<file path="config.mk">
export PLATFORM = sky130hd
export DESIGN_NAME = arbiter_rr_lock
export DESIGN_NICKNAME = d
export VERILOG_FILES = /design/src/rtl/arb_pkg.sv /design/src/rtl/arb_rr_pick.sv /design/src/rtl/arbiter_rr_lock.sv
export SDC_FILE = /design/constraint.sdc
export NUM_CORES = 1
export LEC_CHECK = 0
export BUFFER_PORTS_ARGS = -buffer_cell sky130_fd_sc_hd__buf_2
export CORE_AREA = 4 4 63 65
export DETAILED_ROUTE_END_ITERATION = 6
export DIE_AREA = 0 0 67 69
export GPL_TIMING_DRIVEN = 0
export PLACE_DENSITY = 0.71
export SETUP_SLACK_MARGIN = 0.1
export SLEW_MARGIN = 10
export SYNTH_ARGS = -nofsm -noshare
export SYNTH_HDL_FRONTEND = slang
export SYNTH_SLANG_ARGS = --single-unit
</file>
<file path="constraint.sdc">
create_clock -name clk -period 2.9 [get_ports clk]
set_input_delay 0.58 -clock clk [delete_from_list [all_inputs] [get_ports clk]]
set_output_delay 0.58 -clock clk [all_outputs]
set_load 0.005 [all_outputs]
</file>
<file path="src/rtl/arb_pkg.sv">
// Shared types and helpers for the round-robin lock arbiter.
// The one-hot-to-index helper covers requester counts up to ARB_MAX_N.
package arb_pkg;

    localparam int unsigned ARB_MAX_N = 64;

    typedef enum logic {
        ST_IDLE  = 1'b0,
        ST_GRANT = 1'b1
    } arb_state_e;

    // Index width that never collapses to zero, so N=2 still gets a 1-bit index.
    function automatic int unsigned clog2_min1(input int unsigned n);
        for (int unsigned w = 1; w < 32; w++) begin
            if ((32'd1 << w) >= n) return w;
        end
        return 32;
    endfunction

    function automatic int unsigned onehot_to_idx(input logic [ARB_MAX_N-1:0] oh);
        int unsigned idx;
        idx = 0;
        for (int unsigned i = 0; i < ARB_MAX_N; i++) begin
            if (oh[i]) idx = idx | i;
        end
        return idx;
    endfunction

endpackage

</file>
<file path="src/rtl/arb_rr_pick.sv">
// Combinational round-robin pick: lowest set request at or above ptr, wrapping.
// Uses a doubled request vector so the wrap falls out of one subtraction.
module arb_rr_pick
    import arb_pkg::*;
#(
    parameter int unsigned N     = 8,
    parameter int unsigned IDX_W = clog2_min1(N)
) (
    input  logic [N-1:0]     req,
    input  logic [IDX_W-1:0] ptr,
    output logic [N-1:0]     gnt
);

    logic [2*N-1:0] dbl_req;
    logic [2*N-1:0] ptr_oh;
    logic [2*N-1:0] dbl_gnt;

    // Subtracting the pointer bit borrows up to the first request at/above ptr;
    // masking with the inverted difference isolates exactly that bit.
    always_comb begin
        dbl_req = {req, req};
        ptr_oh  = (2*N)'(1) << ptr;
        dbl_gnt = dbl_req & ~(dbl_req - ptr_oh);
        gnt     = dbl_gnt[N-1:0] | dbl_gnt[2*N-1:N];
    end

endmodule

</file>
<file path="src/rtl/arbiter_rr_lock.sv">
// N-way round-robin arbiter with registered one-hot grant, bounded lock mode
// and run-time selectable fixed priority.
module arbiter_rr_lock
    import arb_pkg::*;
#(
    parameter  int unsigned N        = 8,
    parameter  int unsigned MAX_HOLD = 16,
    localparam int unsigned IDX_W    = clog2_min1(N)
) (
    input  logic             clk,
    input  logic             rst_n,
    input  logic [N-1:0]     req,
    input  logic             lock_en,
    input  logic             prio_mode,
    output logic [N-1:0]     gnt,
    output logic             gnt_valid,
    output logic [IDX_W-1:0] gnt_idx
);

    localparam int unsigned HC_W = $clog2(MAX_HOLD) + 1;

    arb_state_e       state_q, state_d;
    logic [N-1:0]     gnt_q, gnt_d;
    logic             gnt_valid_q, gnt_valid_d;
    logic [IDX_W-1:0] gnt_idx_q, gnt_idx_d;
    logic [IDX_W-1:0] ptr_q, ptr_d;
    logic [HC_W-1:0]  hold_cnt_q, hold_cnt_d;

    logic [N-1:0]           rr_oh;
    logic [N-1:0]           fp_oh;
    logic [N-1:0]           win_oh;
    logic [ARB_MAX_N-1:0]   win_ext;
    logic [IDX_W-1:0]       win_idx;
    logic [IDX_W-1:0]       win_next;
    logic                   keep;
    logic                   arbitrate;

    arb_rr_pick #(
        .N     (N),
        .IDX_W (IDX_W)
    ) u_pick_rr (
        .req (req),
        .ptr (ptr_q),
        .gnt (rr_oh)
    );

    // Fixed priority is the same search anchored at index 0.
    arb_rr_pick #(
        .N     (N),
        .IDX_W (IDX_W)
    ) u_pick_fp (
        .req (req),
        .ptr ('0),
        .gnt (fp_oh)
    );

    always_comb begin
        win_oh           = prio_mode ? fp_oh : rr_oh;
        win_ext          = '0;
        win_ext[N-1:0]   = win_oh;
        win_idx          = IDX_W'(onehot_to_idx(win_ext));
        win_next         = (win_idx == IDX_W'(N - 1)) ? '0 : win_idx + 1'b1;
    end

    always_comb begin
        state_d     = state_q;
        gnt_d       = gnt_q;
        gnt_valid_d = gnt_valid_q;
        gnt_idx_d   = gnt_idx_q;
        ptr_d       = ptr_q;
        hold_cnt_d  = hold_cnt_q;
        keep        = 1'b0;
        arbitrate   = 1'b0;

        case (state_q)
            ST_IDLE: begin
                if (|req) arbitrate = 1'b1;
            end
            ST_GRANT: begin
                keep = lock_en && req[gnt_idx_q] && (32'(hold_cnt_q) < MAX_HOLD - 1);
                if (keep) begin
                    if (hold_cnt_q != '1) hold_cnt_d = hold_cnt_q + 1'b1;
                end else if (|req) begin
                    arbitrate = 1'b1;
                end else begin
                    state_d     = ST_IDLE;
                    gnt_d       = '0;
                    gnt_valid_d = 1'b0;
                    gnt_idx_d   = '0;
                    hold_cnt_d  = '0;
                end
            end
            default: begin
                state_d = ST_IDLE;
            end
        endcase

        if (arbitrate) begin
            state_d     = ST_GRANT;
            gnt_d       = win_oh;
            gnt_valid_d = 1'b1;
            gnt_idx_d   = win_idx;
            hold_cnt_d  = '0;
            ptr_d       = win_next;
        end
    end

    always_ff @(posedge clk or negedge rst_n) begin
        if (!rst_n) begin
            state_q     <= ST_IDLE;
            gnt_q       <= '0;
            gnt_valid_q <= 1'b0;
            gnt_idx_q   <= '0;
            ptr_q       <= '0;
            hold_cnt_q  <= '0;
        end else begin
            state_q     <= state_d;
            gnt_q       <= gnt_d;
            gnt_valid_q <= gnt_valid_d;
            gnt_idx_q   <= gnt_idx_d;
            ptr_q       <= ptr_d;
            hold_cnt_q  <= hold_cnt_d;
        end
    end

    assign gnt       = gnt_q;
    assign gnt_valid = gnt_valid_q;
    assign gnt_idx   = gnt_idx_q;

endmodule

</file>
==> flow_summary.html, run 1 <==
<table>
<tr><th>Metric</th><th>Value</th></tr>
<tr><th colspan="2">Route</th></tr>
<tr><td>Post-route DRC violation count</td><td>0</td></tr>
<tr><td>Final wirelength</td><td>5020 um</td></tr>
<tr><td>Wire per inst</td><td>17.6 um</td></tr>
<tr><td>Via-to-Cell Ratio</td><td>6.25</td></tr>
<tr><td>Count of antenna-violating nets left after detailed routing</td><td>0</td></tr>
<tr><td>Number of DRC violations after detailed-routing iteration 0</td><td>137</td></tr>
<tr><td>Total iterations of the first detailed-routing run</td><td>4</td></tr>
<tr><td>Via count</td><td>1781</td></tr>
<tr><th colspan="2">Clock network</th></tr>
<tr><td>Clock Sinks</td><td>21</td></tr>
<tr><td>Insertion delay of the later-clocked pin in the worst-skew pair</td><td>0.31 ns</td></tr>
<tr><td>Number of hold buffers added after cts</td><td>0</td></tr>
<tr><td>Clock tree root driver cell</td><td>sky130_fd_sc_hd__clkbuf_4</td></tr>
<tr><td>TritonCTS clock tree</td><td>built</td></tr>
<tr><td>Maximum buffer depth of the clock tree</td><td>2</td></tr>
<tr><td>Cts bufs inserted</td><td>3</td></tr>
<tr><td>Post-CTS clock slew at the launch and capture registers of the worst setup and hold paths</td><td>0.13 ns</td></tr>
<tr><td>Number of H-tree levels</td><td>1</td></tr>
<tr><th colspan="2">Global route</th></tr>
<tr><td>Tot GR Track Use</td><td>0.234</td></tr>
<tr><td>Total grt overflow</td><td>0</td></tr>
<tr><td>Global-route wire length before repair</td><td>8680 um</td></tr>
<tr><td>Antenna violations before repair</td><td>0</td></tr>
<tr><td>Maximum number of pins on one net before global-route repair</td><td>22</td></tr>
<tr><td>Via count of the first global-routing pass</td><td>1801</td></tr>
<tr><th colspan="2">Synthesis</th></tr>
<tr><td>Largest family of logic cells by synthesized area</td><td>simple AND/OR/NAND/NOR gates</td></tr>
<tr><td>Adder-cell area share of the yosys netlist</td><td>0.0978</td></tr>
<tr><td>Basic-gate share of the synthesized area counting and, or, nand and nor cells</td><td>0.288</td></tr>
<tr><td>Most used DFF post-synth</td><td>sky130_fd_sc_hd__dfrtp_1</td></tr>
<tr><td>Mean instance size in the synthesized netlist</td><td>8.57 sq um</td></tr>
<tr><td>Number of warnings reported in the yosys synthesis log</td><td>0</td></tr>
<tr><td>Number of enable flip-flop cells after synthesis</td><td>0</td></tr>
<tr><td>Asr flop ratio synth</td><td>1.00</td></tr>
<tr><td>Area fraction in compound gates after synthesis</td><td>0.217</td></tr>
<tr><td>Cell area after synthesis</td><td>1740 sq um</td></tr>
<tr><td>Net Count, Synth</td><td>228</td></tr>
<tr><td>Number of synthesized register bits</td><td>21</td></tr>
<tr><td>Sequential area share after synthesis</td><td>0.302</td></tr>
<tr><td>Share of the synthesized netlist area taken by xor and xnor gates</td><td>0.0101</td></tr>
<tr><td>Proportion of synthesized area in mux cells</td><td>0.0367</td></tr>
<tr><td>Cells after Synth</td><td>203</td></tr>
<tr><td>Count of cell types in the netlist</td><td>54</td></tr>
<tr><th colspan="2">Final layout</th></tr>
<tr><td>Combined flip-flop and latch cell area</td><td>526 sq um</td></tr>
<tr><td>Area used by multi-input combinational logic</td><td>1250 sq um</td></tr>
<tr><td>Final net count</td><td>265</td></tr>
<tr><td>Area growth syn-to-layout</td><td>24.3%</td></tr>
<tr><td>Highest-count cells in the layout ignoring fill and taps</td><td>27 x sky130_fd_sc_hd__nand2_1, 24 x sky130_fd_sc_hd__buf_2, 21 x sky130_fd_sc_hd__dfrtp_1, 11 x sky130_fd_sc_hd__nor2_1, 11 x sky130_fd_sc_hd__nand3_1</td></tr>
<tr><td>Post-layout instance area</td><td>2160 sq um</td></tr>
<tr><td>Final standard cell count with taps included and fillers excluded</td><td>285</td></tr>
<tr><td>Fill count</td><td>303</td></tr>
<tr><td>Ratio of cells with drive above 1 in the final layout</td><td>0.289</td></tr>
<tr><td>Leading cell type in the layout, fill and taps excluded</td><td>sky130_fd_sc_hd__nand2_1</td></tr>
<tr><td>Number of antenna cells inserted</td><td>0</td></tr>
<tr><th colspan="2">Min path</th></tr>
<tr><td>Type of the worst min-delay path</td><td>in -&gt; async</td></tr>
<tr><th colspan="2">Pwr</th></tr>
<tr><td>Static leakage</td><td>0.961 nW</td></tr>
<tr><td>Design Power</td><td>1.90 mW</td></tr>
<tr><td>Power density of the placed cells</td><td>877 nW/um^2</td></tr>
<tr><td>Maximum vdd drop</td><td>612 uV</td></tr>
<tr><th colspan="2">Placed design</th></tr>
<tr><td>Port Buffer Count</td><td>23</td></tr>
<tr><td>GP Congestion</td><td>0.911</td></tr>
<tr><td>Placed wire-length estimate</td><td>3790 um</td></tr>
<tr><td>Count of placed standard cells including taps</td><td>272</td></tr>
<tr><td>Placed cell area</td><td>1980 sq um</td></tr>
<tr><th colspan="2">Timing</th></tr>
<tr><td>Unrepaired setup endpoints after global routing</td><td>yes</td></tr>
<tr><td>Final max-slew violation count</td><td>0</td></tr>
<tr><td>Final Critical Period</td><td>3.07 ns</td></tr>
<tr><td>Summed negative setup slack over all endpoints</td><td>-0.595 ns</td></tr>
<tr><td>Max Freq</td><td>0.326 GHz</td></tr>
<tr><td># setup viols final</td><td>6</td></tr>
<tr><td>Post-route fraction of the period consumed by the critical path</td><td>1.06</td></tr>
<tr><td>Worst Clk Skew</td><td>0.00923 ns</td></tr>
<tr><td>Final Hold Violating Endpoints</td><td>0</td></tr>
<tr><td>Max-slew headroom at the worst pin</td><td>0.662</td></tr>
<tr><td>PnR worst setup slack</td><td>-0.170 ns</td></tr>
<tr><td>Measured slew at the worst slew-check pin</td><td>0.507 ns</td></tr>
<tr><th colspan="2">Die</th></tr>
<tr><td>Die height</td><td>69 um</td></tr>
<tr><td>Cell Rows</td><td>21</td></tr>
<tr><td>Die Width</td><td>67 um</td></tr>
<tr><td>Die footprint</td><td>4620 sq um</td></tr>
<tr><td>Initial core utilization</td><td>0.522</td></tr>
<tr><td>I/O pin count</td><td>24</td></tr>
<tr><td>Area of the core region</td><td>3340 sq um</td></tr>
<tr><th colspan="2">Critical path</th></tr>
<tr><td>Worst R2R Setup Slack</td><td>-0.17 ns</td></tr>
<tr><td>Startpoint class of the critical path</td><td>flip-flop</td></tr>
<tr><td>Reg2reg start</td><td>ptr_q[2]</td></tr>
<tr><td>Endpoint type of the worst setup path</td><td>flip-flop</td></tr>
<tr><td>Endpoint of the most critical register-to-register path</td><td>gnt_idx[2]</td></tr>
<tr><td>Biggest fanout along the worst timing path</td><td>6</td></tr>
<tr><td>Critical path type</td><td>reg -&gt; reg</td></tr>
<tr><td>Worst setup path end</td><td>gnt_idx[2]</td></tr>
<tr><td>Startpoint of the most critical setup path</td><td>ptr_q[2]</td></tr>
<tr><td>CP required</td><td>3.10 ns</td></tr>
<tr><td>Data arrival at the endpoint of the critical path</td><td>3.27 ns</td></tr>
<tr><td>Worst R2R Path Depth</td><td>12</td></tr>
<tr><th colspan="2">Flow run</th></tr>
<tr><td>Max_cap viols</td><td>0</td></tr>
<tr><th colspan="2">Run status</th></tr>
<tr><td>Outcome</td><td>complete, but fails checks</td></tr>
<tr><td>Violations in the final reports</td><td>negative setup slack</td></tr>
</table>
==> per-layer routing <==
metal / global-route usage / share of wire
met5: 0 / 0
met4: 0.0270 / 0.0068
met3: 0.0422 / 0.065
met2: 0.378 / 0.47
met1: 0.334 / 0.45
==> registers in the layout, indices dropped and copies added, names as in the netlist <==
signal      cells
gnt             8
gnt_valid       1
ptr_q           3
hold_cnt_q      5
gnt_idx         3
state_q         1
==> metrics by stage <==
| step | setup WS [ns] | hold WS [ns] | utilization |
|---|---|---|---|
| after floorplan | 0.0411 | 0.284 | - |
| after global placement | -0.402 | 0.456 | 0.595 |
| after detailed placement | -0.492 | 0.467 | 0.595 |
| after CTS | -0.147 | 0.220 | 0.637 |
| after global routing | -0.287 | 0.234 | 0.648 |
| final | -0.170 | 0.205 | 0.648 |
==> cell usage after synthesis, types with 4 or more instances <==
library cell | count | share of area
sky130_fd_sc_hd__a211oi_1 | 4 | 0.017
sky130_fd_sc_hd__a21oi_1 | 11 | 0.032
sky130_fd_sc_hd__a22o_1 | 4 | 0.020
sky130_fd_sc_hd__buf_2 | 4 | 0.012
sky130_fd_sc_hd__dfrtp_1 | 21 | 0.30
sky130_fd_sc_hd__ha_1 | 12 | 0.086
sky130_fd_sc_hd__inv_1 | 9 | 0.019
sky130_fd_sc_hd__nand2_1 | 29 | 0.063
sky130_fd_sc_hd__nand2b_1 | 5 | 0.018
sky130_fd_sc_hd__nand3_1 | 11 | 0.032
sky130_fd_sc_hd__nand3b_1 | 4 | 0.017
sky130_fd_sc_hd__nand4_1 | 5 | 0.018
sky130_fd_sc_hd__nor2_1 | 11 | 0.024
sky130_fd_sc_hd__nor3_1 | 4 | 0.012
sky130_fd_sc_hd__o211ai_1 | 4 | 0.017
sky130_fd_sc_hd__o21ai_0 | 10 | 0.029
sky130_fd_sc_hd__o21ai_1 | 4 | 0.012
==> power breakdown <==
part	switching [mW]	internal (mW)	total, mW
Sequential	0.0864	0.396	0.482
Combinational	0.677	0.592	1.27
Clock	0.0938	0.0515	0.145
==> layout make-up <==
type / count / share of cell area
Multi-Input combinational cell: 165 / 0.580
Inverter: 9 / 0.0156
Clock buffer: 3 / 0.0104
Clock inverter: 1 / 0.00231
Timing Repair Buffer: 33 / 0.0937
Buffer: 7 / 0.0283
Tap cell: 46 / 0.0266
Sequential cell: 21 / 0.243
==> logic make-up (layout without fill, tap and decap cells) <==
logic type	after synthesis	count (layout)
buf+inv	17	53
mux	5	5
flops	21	21
fa+ha+maj	13	13
xor+xnor	2	2
compound gates	55	55
simple gates	90	90
==> how the worst min path moves through the flow <==
stage               startpoint  endpoint  cells past startpoint
floorplan                rst_n    gnt[0]                      0
global placement        gnt[5]    gnt[5]                      2
detailed placement      gnt[2]    gnt[2]                      2
CTS                      rst_n    gnt[1]                      1
global route             rst_n    gnt[5]                      1
finish                   rst_n    gnt[1]                      1
==> critical path, cell delays in order (launching register included) <==
cell and delay, ns:
sky130_fd_sc_hd__dfrtp_1 0.40, sky130_fd_sc_hd__buf_6 0.14, sky130_fd_sc_hd__or3b_4 0.40, sky130_fd_sc_hd__ha_4 0.25, sky130_fd_sc_hd__a21oi_4 0.18, sky130_fd_sc_hd__o211ai_1 0.11
sky130_fd_sc_hd__buf_4 0.18, sky130_fd_sc_hd__a22o_1 0.24, sky130_fd_sc_hd__a311oi_4 0.32, sky130_fd_sc_hd__buf_4 0.17, sky130_fd_sc_hd__nand4b_1 0.18, sky130_fd_sc_hd__buf_4 0.21
sky130_fd_sc_hd__a22o_1 0.18
==> repair_timing <==
action                                  4_1_cts  5_1_grt
endpoints found under the setup margin        6        6
gates cloned                                  0        0
buffers inserted                              8        2
pin swaps                                    14        5
gates resized for setup                      10        5
No activity file was read; power rests on OpenSTA's default activity.
==> run 2, diff against run 1 <==
--- a/config.mk
+++ b/config.mk
@@ -6,11 +6,11 @@
 export NUM_CORES = 1
 export LEC_CHECK = 0
 export BUFFER_PORTS_ARGS = -buffer_cell sky130_fd_sc_hd__buf_2
-export CORE_AREA = 4 4 63 65
+export CORE_AREA = 4 4 79 81
 export DETAILED_ROUTE_END_ITERATION = 6
-export DIE_AREA = 0 0 67 69
+export DIE_AREA = 0 0 83 85
 export GPL_TIMING_DRIVEN = 0
-export PLACE_DENSITY = 0.71
+export PLACE_DENSITY = 0.46
 export SETUP_SLACK_MARGIN = 0.1
 export SLEW_MARGIN = 10
 export SYNTH_ARGS = -nofsm -noshare
==> flow_summary.html, run 2 (same netlist as run 1, synthesis figures left out) <==
<table>
<tr><th>Metric</th><th>Value</th></tr>
<tr><th colspan="2">Placed design</th></tr>
<tr><td>Placed wire-length estimate</td><td>3920 um (+3.6%)</td></tr>
<tr><td>Port Buffer Count</td><td>23 (unchanged)</td></tr>
<tr><td>GP Congestion</td><td>0.824 (-9.5%)</td></tr>
<tr><td>Placed cell area</td><td>2020 sq um (+1.6%)</td></tr>
<tr><td>Count of placed standard cells including taps</td><td>298 (+9.6%)</td></tr>
<tr><th colspan="2">Timing</th></tr>
<tr><td>Measured slew at the worst slew-check pin</td><td>0.501 ns (-0.00583 ns)</td></tr>
<tr><td>Min Hold Slack</td><td>0.281 ns (+0.0757 ns)</td></tr>
<tr><td>Final max-slew violation count</td><td>0 (unchanged)</td></tr>
<tr><td>Max-slew headroom at the worst pin</td><td>0.666 (+0.00389)</td></tr>
<tr><td>Final Critical Period</td><td>3.02 ns (-0.0477 ns)</td></tr>
<tr><td>Max Freq</td><td>0.331 GHz (+1.6%)</td></tr>
<tr><td>Post-route fraction of the period consumed by the critical path</td><td>1.04 (-0.0164)</td></tr>
<tr><td>Final Hold Violating Endpoints</td><td>0 (unchanged)</td></tr>
<tr><td># setup viols final</td><td>3 (-3)</td></tr>
<tr><td>PnR worst setup slack</td><td>-0.122 ns (+0.0477 ns)</td></tr>
<tr><td>Unrepaired setup endpoints after global routing</td><td>yes</td></tr>
<tr><td>Worst Clk Skew</td><td>0.00497 ns (-0.00426 ns)</td></tr>
<tr><th colspan="2">Final layout</th></tr>
<tr><td>Final net count</td><td>274 (+3.4%)</td></tr>
<tr><td>Final standard cell count with taps included and fillers excluded</td><td>320 (+12%)</td></tr>
<tr><td>Ratio of cells with drive above 1 in the final layout</td><td>0.319 (+0.0298)</td></tr>
<tr><td>Fill count</td><td>582 (+92%)</td></tr>
<tr><td>Highest-count cells in the layout ignoring fill and taps</td><td>28 x sky130_fd_sc_hd__nand2_1, 24 x sky130_fd_sc_hd__buf_2, 21 x sky130_fd_sc_hd__dfrtp_1, 17 x sky130_fd_sc_hd__buf_4</td></tr>
<tr><td>Area growth syn-to-layout</td><td>32.3%</td></tr>
<tr><td>Post-layout instance area</td><td>2300 sq um (+6.4%)</td></tr>
<tr><td>Leading cell type in the layout, fill and taps excluded</td><td>sky130_fd_sc_hd__nand2_1</td></tr>
<tr><td>Number of antenna cells inserted</td><td>0 (unchanged)</td></tr>
<tr><td>Number of flip-flops under the largest register name</td><td>8 (unchanged)</td></tr>
<tr><th colspan="2">Clock network</th></tr>
<tr><td>Clock tree root driver cell</td><td>sky130_fd_sc_hd__clkbuf_8</td></tr>
<tr><td>Number of H-tree levels</td><td>1 (unchanged)</td></tr>
<tr><td>Number of hold buffers added after cts</td><td>0 (unchanged)</td></tr>
<tr><td>Cts bufs inserted</td><td>3 (unchanged)</td></tr>
<tr><td>TritonCTS clock tree</td><td>built</td></tr>
<tr><td>Post-CTS clock slew at the launch and capture registers of the worst setup and hold paths</td><td>0.08 ns (-0.05 ns)</td></tr>
<tr><td>Clock Sinks</td><td>21 (unchanged)</td></tr>
<tr><td>Maximum buffer depth of the clock tree</td><td>2 (unchanged)</td></tr>
<tr><td>Insertion delay of the later-clocked pin in the worst-skew pair</td><td>0.26 ns (-0.05 ns)</td></tr>
<tr><th colspan="2">Route</th></tr>
<tr><td>Total iterations of the first detailed-routing run</td><td>4 (unchanged)</td></tr>
<tr><td>Number of DRC violations after detailed-routing iteration 0</td><td>47 (-66%)</td></tr>
<tr><td>Via count</td><td>1716 (-3.6%)</td></tr>
<tr><td>Final wirelength</td><td>5140 um (+2.5%)</td></tr>
<tr><td>Count of antenna-violating nets left after detailed routing</td><td>0 (unchanged)</td></tr>
<tr><td>Post-route DRC violation count</td><td>0 (unchanged)</td></tr>
<tr><td>Wire per inst</td><td>16.1 um (-8.7%)</td></tr>
<tr><td>Via-to-Cell Ratio</td><td>5.36 (-14%)</td></tr>
<tr><th colspan="2">Die</th></tr>
<tr><td>Die footprint</td><td>7060 sq um (+53%)</td></tr>
<tr><td>Die height</td><td>85 um (+23%)</td></tr>
<tr><td>Area of the core region</td><td>5470 sq um (+64%)</td></tr>
<tr><td>Cell Rows</td><td>27 (+29%)</td></tr>
<tr><td>I/O pin count</td><td>24 (unchanged)</td></tr>
<tr><td>Die Width</td><td>83 um (+24%)</td></tr>
<tr><td>Initial core utilization</td><td>0.318 (-0.204)</td></tr>
<tr><th colspan="2">Global route</th></tr>
<tr><td>Via count of the first global-routing pass</td><td>1697 (-5.8%)</td></tr>
<tr><td>Antenna violations before repair</td><td>0 (unchanged)</td></tr>
<tr><td>Global-route wire length before repair</td><td>8620 um (-0.71%)</td></tr>
<tr><td>Total grt overflow</td><td>0 (unchanged)</td></tr>
<tr><td>Maximum number of pins on one net before global-route repair</td><td>22 (unchanged)</td></tr>
<tr><td>Tot GR Track Use</td><td>0.147 (-0.0872)</td></tr>
<tr><th colspan="2">Critical path</th></tr>
<tr><td>Worst R2R Setup Slack</td><td>-0.12 ns (+0.05 ns)</td></tr>
<tr><td>Critical path type</td><td>reg -&gt; reg</td></tr>
<tr><td>Endpoint type of the worst setup path</td><td>flip-flop</td></tr>
<tr><td>Data arrival at the endpoint of the critical path</td><td>3.20 ns (-0.07 ns)</td></tr>
<tr><td>CP required</td><td>3.07 ns (-0.03 ns)</td></tr>
<tr><td>Biggest fanout along the worst timing path</td><td>6 (unchanged)</td></tr>
<tr><td>Startpoint class of the critical path</td><td>flip-flop</td></tr>
<tr><th colspan="2">Pwr</th></tr>
<tr><td>Design Power</td><td>2.03 mW (+7.1%)</td></tr>
<tr><td>Maximum vdd drop</td><td>321 uV (-47%)</td></tr>
<tr><td>Power density of the placed cells</td><td>882 nW/um^2 (+0.62%)</td></tr>
<tr><td>Static leakage</td><td>1.00 nW (+4.5%)</td></tr>
<tr><th colspan="2">Run status</th></tr>
<tr><td>Outcome</td><td>complete, but fails checks</td></tr>
<tr><td>Violations in the final reports</td><td>negative setup slack</td></tr>
<tr><th colspan="2">Min path</th></tr>
<tr><td>Type of the worst min-delay path</td><td>in -&gt; async</td></tr>
<tr><th colspan="2">Flow run</th></tr>
<tr><td>Max_cap viols</td><td>0 (unchanged)</td></tr>
</table>
-- run 2: changes by cell type in the layout (fill, tap and decap cells not counted), moves of 2 or more --
cell and delta:
sky130_fd_sc_hd__buf_4 +7, sky130_fd_sc_hd__ha_1 -3, sky130_fd_sc_hd__clkbuf_8 +3, sky130_fd_sc_hd__clkbuf_4 -3, sky130_fd_sc_hd__buf_6 +3, sky130_fd_sc_hd__ha_4 +2
-- run 2: routing by layer --
metal,share of wire,track usage,vias up,routed length [um]
met4,0.014,0.0520,0,71
met1,0.46,0.191,819,2370
met5,0,0,-,0
met2,0.49,0.255,41,2520
met3,0.034,0.0136,6,177
li1,-,-,850,-
-- run 2: final cells by class --
type | instances | area [sq um] | area share
repair buffers | 42 | 265 | 0.115
inverters | 9 | 33.8 | 0.0147
well taps | 72 | 90.1 | 0.0391
multi-input cells | 165 | 1280 | 0.555
clock buffers | 4 | 45.0 | 0.0196
plain buffers | 7 | 65.1 | 0.0283
flip-flops and latches | 21 | 526 | 0.228
-- run 2: path summary, 6_finish.rpt --
| path | startpoint | to | depth (start not counted) |
|---|---|---|---|
| setup / recovery | ptr_q[2] | ptr_q[0] | 12 |
| min in group clk | gnt[2] | gnt[2] | 2 |
| hold reg to reg | gnt[2] | gnt[2] | 2 |
| setup reg to reg | ptr_q[2] | ptr_q[0] | 12 |
| hold / removal | rst_n | hold_cnt_q[1] | 1 |
| max in group asynchronous | rst_n | hold_cnt_q[2] | 1 |
-- run 2: where the power goes --
group | total, mW | internal [mW] | switching [mW]
clock | 0.194 | 0.0978 | 0.0966
sequential | 0.480 | 0.397 | 0.0836
combinational | 1.36 | 0.670 | 0.685
-- run 2: what timing repair did --
action | 4_1_cts | 5_1_grt
pin swaps | 10 | 9
gates cloned | 0 | 0
resized for setup | 14 | 6
endpoints found under the setup margin | 6 | 6
buffers inserted | 6 | 13
-- run 2: critical path: stages (launching register included) --
cell,delay [ns]
sky130_fd_sc_hd__dfrtp_1,0.38
sky130_fd_sc_hd__buf_6,0.13
sky130_fd_sc_hd__or3b_4,0.40
sky130_fd_sc_hd__ha_4,0.25
sky130_fd_sc_hd__a21oi_4,0.14
sky130_fd_sc_hd__o211ai_1,0.11
sky130_fd_sc_hd__buf_4,0.17
sky130_fd_sc_hd__a22o_1,0.21
sky130_fd_sc_hd__a311oi_2,0.37
sky130_fd_sc_hd__nand4_1,0.21
sky130_fd_sc_hd__ha_2,0.23
sky130_fd_sc_hd__ha_4,0.16
sky130_fd_sc_hd__o31ai_4,0.17
-- run 2: metrics by stage --
step / util / setup TNS, ns / worst slack [ns]
floorplan: - / 0 / 0.0411
global placement: 0.369 / -2.15 / -0.565
detailed placement: 0.369 / -1.98 / -0.526
CTS: 0.399 / -0.298 / -0.123
global route: 0.421 / -0.836 / -0.242
finish: 0.421 / -0.298 / -0.122
